--- src/rtl/mips_pkg.sv ---
// rtl/mips_pkg.sv - shared MIPS fetch/control types and field constants
package mips_pkg;

    // Fetch stage controller states
    typedef enum logic [1:0] {
        FETCH  = 2'd0,
        HOLD   = 2'd1,
        HALTED = 2'd2
    } fetch_state_t;

    localparam logic [31:0] RESET_VECTOR = 32'hBFC0_0000;
    localparam logic [31:0] HALT_ADDR    = 32'h0000_0000;

    // Instruction field positions, shared with mips_control_unit
    localparam int OPCODE_MSB = 31;
    localparam int OPCODE_LSB = 26;
    localparam int FUNCT_MSB  = 5;
    localparam int FUNCT_LSB  = 0;

endpackage

--- src/rtl/mips_instr_fetch_if.sv ---
// rtl/mips_instr_fetch_if.sv - Avalon-MM fetch bus plus downstream instruction handshake
// Signals:
//   avm_*            Avalon-MM read master (fetch side is master)
//   instr/opcode/funct/instr_pc/instr_valid/instr_ready  downstream handshake
//   redirect_valid/redirect_target  branch/jump redirect from decode
//   active/fetch_error              run/halt status
interface mips_instr_fetch_if;
    logic [31:0] avm_address;
    logic        avm_read;
    logic [3:0]  avm_byteenable;
    logic        avm_waitrequest;
    logic [31:0] avm_readdata;
    logic [31:0] instr;
    logic [5:0]  opcode;
    logic [5:0]  funct;
    logic [31:0] instr_pc;
    logic        instr_valid;
    logic        instr_ready;
    logic        redirect_valid;
    logic [31:0] redirect_target;
    logic        active;
    logic        fetch_error;

    modport master (
        output avm_address, avm_read, avm_byteenable,
        input  avm_waitrequest, avm_readdata,
        output instr, opcode, funct, instr_pc, instr_valid,
        input  instr_ready, redirect_valid, redirect_target,
        output active, fetch_error
    );

    modport slave (
        input  avm_address, avm_read, avm_byteenable,
        output avm_waitrequest, avm_readdata,
        input  instr, opcode, funct, instr_pc, instr_valid,
        output instr_ready, redirect_valid, redirect_target,
        input  active, fetch_error
    );
endinterface

--- src/rtl/mips_pc_sequencer.sv ---
// rtl/mips_pc_sequencer.sv - pc register, pending delay-slot redirect and next-pc mux
// Ports:
//   clk, reset               clock, asynchronous active-low reset
//   transfer_i               held instruction accepted downstream this cycle
//   redirect_valid_i/target_i  accepted instruction is a taken branch/jump
//   pc_o                     current fetch address
//   halt_req_o               delay slot done and redirect target is HALT_ADDR
//   misalign_o               redirect target not word-aligned
module mips_pc_sequencer #(
    parameter logic [31:0] RESET_VECTOR = 32'hBFC0_0000,
    parameter logic [31:0] HALT_ADDR    = 32'h0000_0000
) (
    input  logic        clk,
    input  logic        reset,
    input  logic        transfer_i,
    input  logic        redirect_valid_i,
    input  logic [31:0] redirect_target_i,
    output logic [31:0] pc_o,
    output logic        halt_req_o,
    output logic        misalign_o
);

    logic [31:0] pc_q, pc_d;
    logic        pend_valid_q, pend_valid_d;
    logic [31:0] pend_target_q, pend_target_d;

    always_ff @(posedge clk or negedge reset) begin
        if (!reset) begin
            pc_q          <= RESET_VECTOR;
            pend_valid_q  <= 1'b0;
            pend_target_q <= 32'h0;
        end else begin
            pc_q          <= pc_d;
            pend_valid_q  <= pend_valid_d;
            pend_target_q <= pend_target_d;
        end
    end

    // pc still equals instr_pc while an instruction is held, so pc+4 is
    // the sequential successor of the accepted instruction.
    always_comb begin
        pc_d          = pc_q;
        pend_valid_d  = pend_valid_q;
        pend_target_d = pend_target_q;
        halt_req_o    = 1'b0;
        misalign_o    = 1'b0;
        if (transfer_i) begin
            if (pend_valid_q) begin
                // Delay slot accepted: take the stored target; any redirect
                // arriving with the delay slot is dropped.
                pc_d         = pend_target_q;
                pend_valid_d = 1'b0;
                halt_req_o   = (pend_target_q == HALT_ADDR);
            end else begin
                pc_d = pc_q + 32'd4;
                if (redirect_valid_i) begin
                    if (redirect_target_i[1:0] != 2'b00) begin
                        misalign_o = 1'b1;
                    end else begin
                        pend_valid_d  = 1'b1;
                        pend_target_d = redirect_target_i;
                    end
                end
            end
        end
    end

    assign pc_o = pc_q;

endmodule

--- src/rtl/mips_instr_fetch.sv ---
// rtl/mips_instr_fetch.sv - MIPS instruction fetch stage: FSM, Avalon read master, instruction buffer
// Ports:
//   clk    rising-edge clock
//   reset  asynchronous active-low reset
//   bus    mips_instr_fetch_if.master (Avalon fetch, instr handshake, redirect, status)
module mips_instr_fetch #(
    parameter logic [31:0] RESET_VECTOR = 32'hBFC0_0000,
    parameter logic [31:0] HALT_ADDR    = 32'h0000_0000
) (
    input  logic              clk,
    input  logic              reset,
    mips_instr_fetch_if.master bus
);
    import mips_pkg::*;

    fetch_state_t state_q, state_d;
    logic [31:0]  instr_q, instr_d;
    logic [31:0]  instr_pc_q, instr_pc_d;
    logic         valid_q, valid_d;
    logic         err_q, err_d;

    logic [31:0]  pc;
    logic         halt_req;
    logic         misalign;
    logic         transfer;
    logic         rd_accept;

    // State resets to FETCH, but the read is gated by reset so it drops the
    // instant reset asserts and rises in the first clock after release.
    assign bus.avm_read       = (state_q == FETCH) && reset;
    assign bus.avm_address    = pc;
    assign bus.avm_byteenable = 4'b1111;

    assign rd_accept = bus.avm_read && !bus.avm_waitrequest;
    assign transfer  = (state_q == HOLD) && valid_q && bus.instr_ready;

    mips_pc_sequencer #(
        .RESET_VECTOR (RESET_VECTOR),
        .HALT_ADDR    (HALT_ADDR)
    ) u_pc_seq (
        .clk               (clk),
        .reset             (reset),
        .transfer_i        (transfer),
        .redirect_valid_i  (bus.redirect_valid),
        .redirect_target_i (bus.redirect_target),
        .pc_o              (pc),
        .halt_req_o        (halt_req),
        .misalign_o        (misalign)
    );

    always_ff @(posedge clk or negedge reset) begin
        if (!reset) begin
            state_q    <= FETCH;
            instr_q    <= 32'h0;
            instr_pc_q <= 32'h0;
            valid_q    <= 1'b0;
            err_q      <= 1'b0;
        end else begin
            state_q    <= state_d;
            instr_q    <= instr_d;
            instr_pc_q <= instr_pc_d;
            valid_q    <= valid_d;
            err_q      <= err_d;
        end
    end

    always_comb begin
        state_d    = state_q;
        instr_d    = instr_q;
        instr_pc_d = instr_pc_q;
        valid_d    = valid_q;
        err_d      = err_q;
        case (state_q)
            FETCH: begin
                if (rd_accept) begin
                    instr_d    = bus.avm_readdata;
                    instr_pc_d = pc;
                    valid_d    = 1'b1;
                    state_d    = HOLD;
                end
            end
            HOLD: begin
                if (transfer) begin
                    valid_d = 1'b0;
                    if (misalign) begin
                        err_d   = 1'b1;
                        state_d = HALTED;
                    end else if (halt_req) begin
                        state_d = HALTED;
                    end else begin
                        state_d = FETCH;
                    end
                end
            end
            HALTED: begin
                valid_d = 1'b0;
            end
            default: begin
                valid_d = 1'b0;
                state_d = HALTED;
            end
        endcase
    end

    assign bus.instr       = instr_q;
    assign bus.opcode      = instr_q[OPCODE_MSB:OPCODE_LSB];
    assign bus.funct       = instr_q[FUNCT_MSB:FUNCT_LSB];
    assign bus.instr_pc    = instr_pc_q;
    assign bus.instr_valid = valid_q;
    assign bus.active      = (state_q != HALTED);
    assign bus.fetch_error = err_q;

endmodule

--- src/flat_wrapper.sv ---
// flat-port wrapper written by rule: the top's interface ports become plain ports
module mips_instr_fetch_flat import mips_pkg::*;
#(
    parameter logic [31:0] RESET_VECTOR = 32'hBFC0_0000,
    parameter logic [31:0] HALT_ADDR    = 32'h0000_0000
)
  (clk, reset, bus_avm_address, bus_avm_read, bus_avm_byteenable, bus_avm_waitrequest, bus_avm_readdata, bus_instr, bus_opcode, bus_funct, bus_instr_pc, bus_instr_valid, bus_instr_ready, bus_redirect_valid, bus_redirect_target, bus_active, bus_fetch_error);
  mips_instr_fetch_if bus_i ();
  input  logic clk;
  input  logic reset;
  output wire logic [$bits(bus_i.avm_address)-1:0] bus_avm_address;
  output wire logic [$bits(bus_i.avm_read)-1:0] bus_avm_read;
  output wire logic [$bits(bus_i.avm_byteenable)-1:0] bus_avm_byteenable;
  input wire logic [$bits(bus_i.avm_waitrequest)-1:0] bus_avm_waitrequest;
  input wire logic [$bits(bus_i.avm_readdata)-1:0] bus_avm_readdata;
  output wire logic [$bits(bus_i.instr)-1:0] bus_instr;
  output wire logic [$bits(bus_i.opcode)-1:0] bus_opcode;
  output wire logic [$bits(bus_i.funct)-1:0] bus_funct;
  output wire logic [$bits(bus_i.instr_pc)-1:0] bus_instr_pc;
  output wire logic [$bits(bus_i.instr_valid)-1:0] bus_instr_valid;
  input wire logic [$bits(bus_i.instr_ready)-1:0] bus_instr_ready;
  input wire logic [$bits(bus_i.redirect_valid)-1:0] bus_redirect_valid;
  input wire logic [$bits(bus_i.redirect_target)-1:0] bus_redirect_target;
  output wire logic [$bits(bus_i.active)-1:0] bus_active;
  output wire logic [$bits(bus_i.fetch_error)-1:0] bus_fetch_error;
  assign bus_avm_address = bus_i.avm_address;
  assign bus_avm_read = bus_i.avm_read;
  assign bus_avm_byteenable = bus_i.avm_byteenable;
  assign bus_i.avm_waitrequest = bus_avm_waitrequest;
  assign bus_i.avm_readdata = bus_avm_readdata;
  assign bus_instr = bus_i.instr;
  assign bus_opcode = bus_i.opcode;
  assign bus_funct = bus_i.funct;
  assign bus_instr_pc = bus_i.instr_pc;
  assign bus_instr_valid = bus_i.instr_valid;
  assign bus_i.instr_ready = bus_instr_ready;
  assign bus_i.redirect_valid = bus_redirect_valid;
  assign bus_i.redirect_target = bus_redirect_target;
  assign bus_active = bus_i.active;
  assign bus_fetch_error = bus_i.fetch_error;
  mips_instr_fetch #(.RESET_VECTOR(RESET_VECTOR), .HALT_ADDR(HALT_ADDR)) u_core (.clk(clk), .reset(reset), .bus(bus_i));
endmodule
--- config.mk ---
export PLATFORM = sky130hd
export DESIGN_NAME = mips_instr_fetch_flat
export DESIGN_NICKNAME = d
export VERILOG_FILES = /design/src/rtl/mips_pkg.sv /design/src/rtl/mips_instr_fetch_if.sv /design/src/rtl/mips_pc_sequencer.sv /design/src/rtl/mips_instr_fetch.sv /design/src/flat_wrapper.sv
export SDC_FILE = /design/constraint.sdc
export NUM_CORES = 1
export LEC_CHECK = 0
export CORE_ASPECT_RATIO = 1.1
export CORE_MARGIN = 1.5
export CORE_UTILIZATION = 51
export CTS_CLUSTER_SIZE = 12
export DETAILED_ROUTE_END_ITERATION = 10
export PLACE_DENSITY = 0.86
export REMOVE_ABC_BUFFERS = 1
export SLEW_MARGIN = 20
export SYNTH_ARGS = -nofsm -noshare
export SYNTH_HDL_FRONTEND = slang
export SYNTH_SLANG_ARGS = --single-unit
--- constraint.sdc ---
create_clock -name clk -period 4 [get_ports clk]
set_input_delay 0.6 -clock clk [delete_from_list [all_inputs] [get_ports clk]]
set_output_delay 0.6 -clock clk [all_outputs]
set_load 0.1 [all_outputs]
# After elaboration in Yosys (flattened, before gate mapping)
# Cells that the tools add are included.
[word_totals] input_bits=69 output_inout_bits=116 elab_cells=48 regBits=133
[op_classes] n_eq_ne=5 n_reduce_logical=13 addsub=1 bitwise=3 n_mux=18
[op_table] cell="$add 32x3->32 const B" count=1
[op_table] cell="$logic_not 32->1" count=1
[op_table] cell="$mux 32" count=1
[op_table] cell="$mux 1" count=11
[op_table] cell="$mux 2" count=4
[op_table] cell="$pmux 2 s3" count=1
[op_table] cell="$reduce_and 3->1" count=2
[op_table] cell="$logic_and 1x1->1" count=4
[op_table] cell="$ne 2x1->1 const B" count=2
[op_table] cell="$reduce_and 2->1" count=2
[op_table] cell="$reduce_and 4->1" count=1
[op_table] cell="$not 1->1" count=3
[op_table] cell="$eq 2x1->1 const B" count=1
[op_table] cell="$eq 2x2->1 const B" count=1
[op_table] cell="$logic_not 2->1" count=1
[op_table] cell="$ne 2x2->1 const B" count=1
[op_table] cell="$pmux 1 s2" count=1
[op_table] cell="$reduce_bool 2->1" count=1
[op_table] cell="$logic_not 1->1" count=1

# Logic depth before layout (Yosys ltp)
[depth] ltp_word=8 mapped_depth=6 depth_no_buf=6

# By module
# A second synthesis with hierarchy kept.
[hier_totals] cells_unflattened=505 area_unflattened_um2=6446.2
[modules_own_cells] module="mips_pc_sequencer" seq_area_each_um2=1637.8 n_inst=1 area_per_inst_um2=3443.3 cells_per_inst=337
[modules_own_cells] module="mips_instr_fetch" seq_area_each_um2=1701.6 n_inst=1 area_per_inst_um2=3002.9 cells_per_inst=168

# Worst setup path after synthesis
# OpenSTA, ideal clock, no wires.
[synth_path] path_type="in2reg" from="input reset" to="register u_core.instr_pc_q[14], in the netlist u_core.bus.instr_pc[14]" n_path_buf=2 setup_slack_ps=-8 required_ps=3874 stages=5 setup_ps=126 arrival_ps=3881 path_cell_list="nor3b_1 -> and2b_1 -> buf_4 -> buf_2 -> mux2_2"
[synth_via] elab_chain_len=3
[synth_lines] element="from (decl)" line="flat_wrapper.sv:10" text="input logic reset;"
[synth_lines] element="$logic_and 1x1->1" line="mips_instr_fetch.sv:30" text="assign bus.avm_read = (state_q == FETCH) && reset;"
[synth_lines] element="$logic_and 1x1->1" line="mips_instr_fetch.sv:34" text="assign rd_accept = bus.avm_read && !bus.avm_waitrequest;"
[synth_lines] element="$reduce_and 2->1 (no source line)"
[synth_lines] element="to (signal assigned)" line="mips_instr_fetch.sv:61" text="instr_pc_q <= instr_pc_d;"
[synth_lines] element="to (decl)" line="mips_instr_fetch.sv:18" text="logic [31:0] instr_pc_q, instr_pc_d;"
# Every way passes these cells.
# A chain may end at the register's enable or synchronous reset.

# Final worst setup path
[layout_path] from="register u_core.u_pc_seq.pc_q[23], in the netlist u_core.u_pc_seq.pc_o[23]" to="output bus_avm_address[23]"
[layout_lines] element="from (decl)" line="mips_pc_sequencer.sv:23" text="logic [31:0] pc_q, pc_d;"
[layout_lines] element="from (signal assigned)" line="mips_pc_sequencer.sv:33" text="pc_q <= pc_d;"
[layout_lines] element="to (decl)" line="flat_wrapper.sv:11" text="output wire logic [$bits(bus_i.avm_address)-1:0] bus_avm_address;"
# No word-level cell between the ends.

==> impl_metrics.yaml <==
synth:
  postSynthAreaPerCell_um2: 12.5
  post-synth-top-area-fraction: 0.511
  synth.top_cells.by_area: "sky130_fd_sc_hd__dfrtp_1 (51%), sky130_fd_sc_hd__mux2_2 (17%), sky130_fd_sc_hd__dfstp_2 (3.9%)"
  yosys_most_used_dff: "sky130_fd_sc_hd__dfrtp_1"
  number_of_register_bits_inferred_by_synthesis: 133
  synth_top_area_cell: "sky130_fd_sc_hd__dfrtp_1"
  syn-instance-count: 484
  ys_seq_area_frac: 0.550
  synth.lib_cells_used.distinct: 52
  ys_warn_count: 0
  synthesis.area_um2: 6070
  share_of_synthesized_registers_carrying_an_async_set_or_reset: 1.00
  number_of_enable_flip_flop_cells_after_synthesis: 0
floorplanning:
  initial_utilization: 0.526
  std_cell_rows: 41
  die-width_um: 107
  num_io_pins: 185
  coreArea_um2: 11500
  overall_die_height_um: 117
  die_area_um2: 12600
critical_path:
  setup.reg_to_reg.worst_slack_ns: 1.70
  cp.buffers_inverters: 1
  required_ns: 3.40
  setup.worst_path.end: "bus_avm_address[23]"
  critical_path.max_stage_delay_ns: 1.16
  crit_path_end_kind: "output pin"
  critical_path.startpoint: "u_core.u_pc_seq.pc_o[23]"
  worstRegToRegCells: 4
  worstPathCellList: "clkdlybuf4s50_1"
  worst_r2r_endpoint: "u_core.bus.instr[11]"
  critical_path.startpoint_type: "flop"
  cell_family_contributing_the_most_delay_on_the_critical_path: "buffers and inverters"
  worstReg2RegStart: "u_core.state_q[1]"
  worstPathMaxFanout: 10
  worst_ep_arrival_time_ns: 2.21
  crit_cells: 1
  worst_path_max_delay_cell: "sky130_fd_sc_hd__clkdlybuf4s50_1"
  worst_setup_path_class: "flop to output pin"
placed_design:
  dpl.cell_count: 784
  routabilityCongestion: 0.798
  io_buffer_count: 180
  post-place-ws_ns: 1.39
  dp.final_hpwl_mm: 10.2
cts:
  cts.repair.resized: 0
  clk_path_buf_depth: 2
  postCtsSetupBuffers: 0
  cts_max_level: 4
  clockRootBuffer: "sky130_fd_sc_hd__clkbuf_16"
  cts-buffers-inserted: 17
  clkLatencyLatePin_ns: 0.41
  cts_num_sinks: 133
  path_clk_slew_ns: 0.06
  hold_buffers: 0
  cts_tree: "yes"
timing:
  unrepaired_setup_endpoints_after_global_routing: "false"
  timing_max_transition_violations_final: 0
  max_clock_freq_mhz: 356
  worst_pin_slew_ns: 1.02
  setup_slack_ns: 1.19
  finalCriticalPeriod_ns: 2.81
  max_slew_margin: 0.320
  fin_worst_skew_ns: 0.00845
  setup_viol: 0
  hold_viol_final: 0
  final.period_utilization: 0.702
drt:
  detailed_route_vias_per_instance: 5.67
  antenna_violating_nets_post_route: 0
  remaining_drc_errors: 0
  wirelength_mm: 15.1
  dr.pass1.iters: 5
  wl_per_cell_um: 18.4
  dr.first_iter.drc_count: 317
  vias: 4629
final_layout:
  finalNetCount: 723
  drive_above_1_share: 0.242
  filler_cell_count: 754
  antenna_cells_inserted: 0
  area.growth.synth_to_final_pct: 40.0
  layout.cells.most_common: "sky130_fd_sc_hd__clkdlybuf4s50_1"
  fin_util: 0.737
  instances_no_fill: 816
  layout.cells.most_common_list: "sky130_fd_sc_hd__clkdlybuf4s50_1 (178), sky130_fd_sc_hd__dfrtp_1 (124), sky130_fd_sc_hd__mux2_2 (94)"
pwr:
  cellLeakagePower_nw: 3.71
  cellPowerDensity_nw_per_um2: 893
  peakVddDrop_mv: 0.862
global_route:
  globalRouteTotalUtil: 0.248
  grt_pass1_wl_mm: 24.3
  grt_pass1_vias: 4773
  grt_start_max_net_pins: 73
  grt_remaining_overflow: 0
  antenna_violations_before_repair: 0
min_path:
  hold_path.class: "input pin to asynchronous set/reset pin"
flow_run:
  max_cap_violations: 0
run_status:
  run_status: "completed"
==> worst reg2reg max path, stage by stage (launching register included) <==
cell and delay, ns:
sky130_fd_sc_hd__dfrtp_1 0.46, sky130_fd_sc_hd__nor3b_1 0.32, sky130_fd_sc_hd__and2b_2 0.69, sky130_fd_sc_hd__buf_12 0.33, sky130_fd_sc_hd__mux2_2 0.38
==> stage by stage <==
stage               hold slack, ns  TNS, ns  power [mW]  area (µm²)
CTS                          0.369        0        7.64        8500
global placement             0.458        0        5.91        7880
detailed placement           0.463        0        5.98        7880
global route                 0.407        0        7.85        8500
finish                       0.338        0        7.59        8500
floorplan                    0.304   -68.19        4.96        5810
==> Yosys cell counts (all sizes together) (2+ instances only) <==
library cell and instances:
nand2 30, dfrtp 124, mux2 95, inv 4
nor4 12, buf 30, nand4 11, and2b 2
nand3 21, and2 2, dfstp 9, o21ai 16
and4 6, nor2 16, a31o 3, a22oi 4
clkbuf 9, and3 8, nor3 8, a21oi 22
nor3b 2, o22ai 19, a31oi 4, mux2i 13
==> power breakdown <==
group	leakage, nW	switching [mW]	internal [mW]	total [mW]
combinational	1.72	3.03	0.963	3.99
clock	0.304	0.549	1.09	1.64
sequential	1.69	0.295	1.67	1.96
==> flip-flops by register name, indices dropped and copies added (netlist names) <==
| signal | flops |
|---|---|
| u_core.bus.fetch_error | 1 |
| u_core.bus.instr | 32 |
| u_core.bus.instr_pc | 32 |
| u_core.bus.instr_valid | 1 |
| u_core.state_q | 2 |
| u_core.u_pc_seq.pc_o | 32 |
| u_core.u_pc_seq.pend_target_q | 32 |
| u_core.u_pc_seq.pend_valid_q | 1 |
==> kinds of logic (layout without fill, tap and decap cells) <==
family	after synthesis	in the layout	synth area share
other	1	4	0.000618
adder cells (fa/ha/maj)	1	1	0.00206
buffers and inverters	46	225	0.0503
AND/OR/NAND/NOR	123	123	0.129
AO/OA/AOI/OAI	72	72	0.0707
flip-flops	133	133	0.550
multiplexers	108	108	0.198
==> worst min-delay path by stage <==
stage / startpoint / slack [ns] / end
2_1_floorplan: reset / 0.30 / u_core.bus.fetch_error
3_3_place_gp: u_core.bus.fetch_error / 0.46 / u_core.bus.fetch_error
3_5_place_dp: u_core.bus.fetch_error / 0.46 / u_core.bus.fetch_error
4_1_cts: reset / 0.37 / u_core.bus.instr[3]
5_1_grt: reset / 0.41 / u_core.bus.instr[3]
6_report: reset / 0.34 / u_core.bus.instr[1]
==> cell type report <==
cell class | instances | area [µm²] | area share
clock buffers | 24 | 482 | 0.0567
clock inverters | 8 | 146 | 0.0172
inverters | 6 | 36.3 | 0.00427
multi-input cells | 308 | 2450 | 0.288
flip-flops and latches | 133 | 3340 | 0.393
well taps | 150 | 188 | 0.0221
repair buffers | 187 | 1870 | 0.219
==> per-layer routing <==
| layer | global-route usage | part of all wire | vias to the layer above |
|---|---|---|---|
| met3 | 0.0573 | 0.066 | 17 |
| met1 | 0.319 | 0.41 | 2298 |
| met5 | 0 | 0 | - |
| met4 | 0.0783 | 0.0096 | 0 |
| met2 | 0.411 | 0.51 | 205 |
| li1 | - | - | 2109 |
No activity file was read; power rests on OpenSTA's default activity.
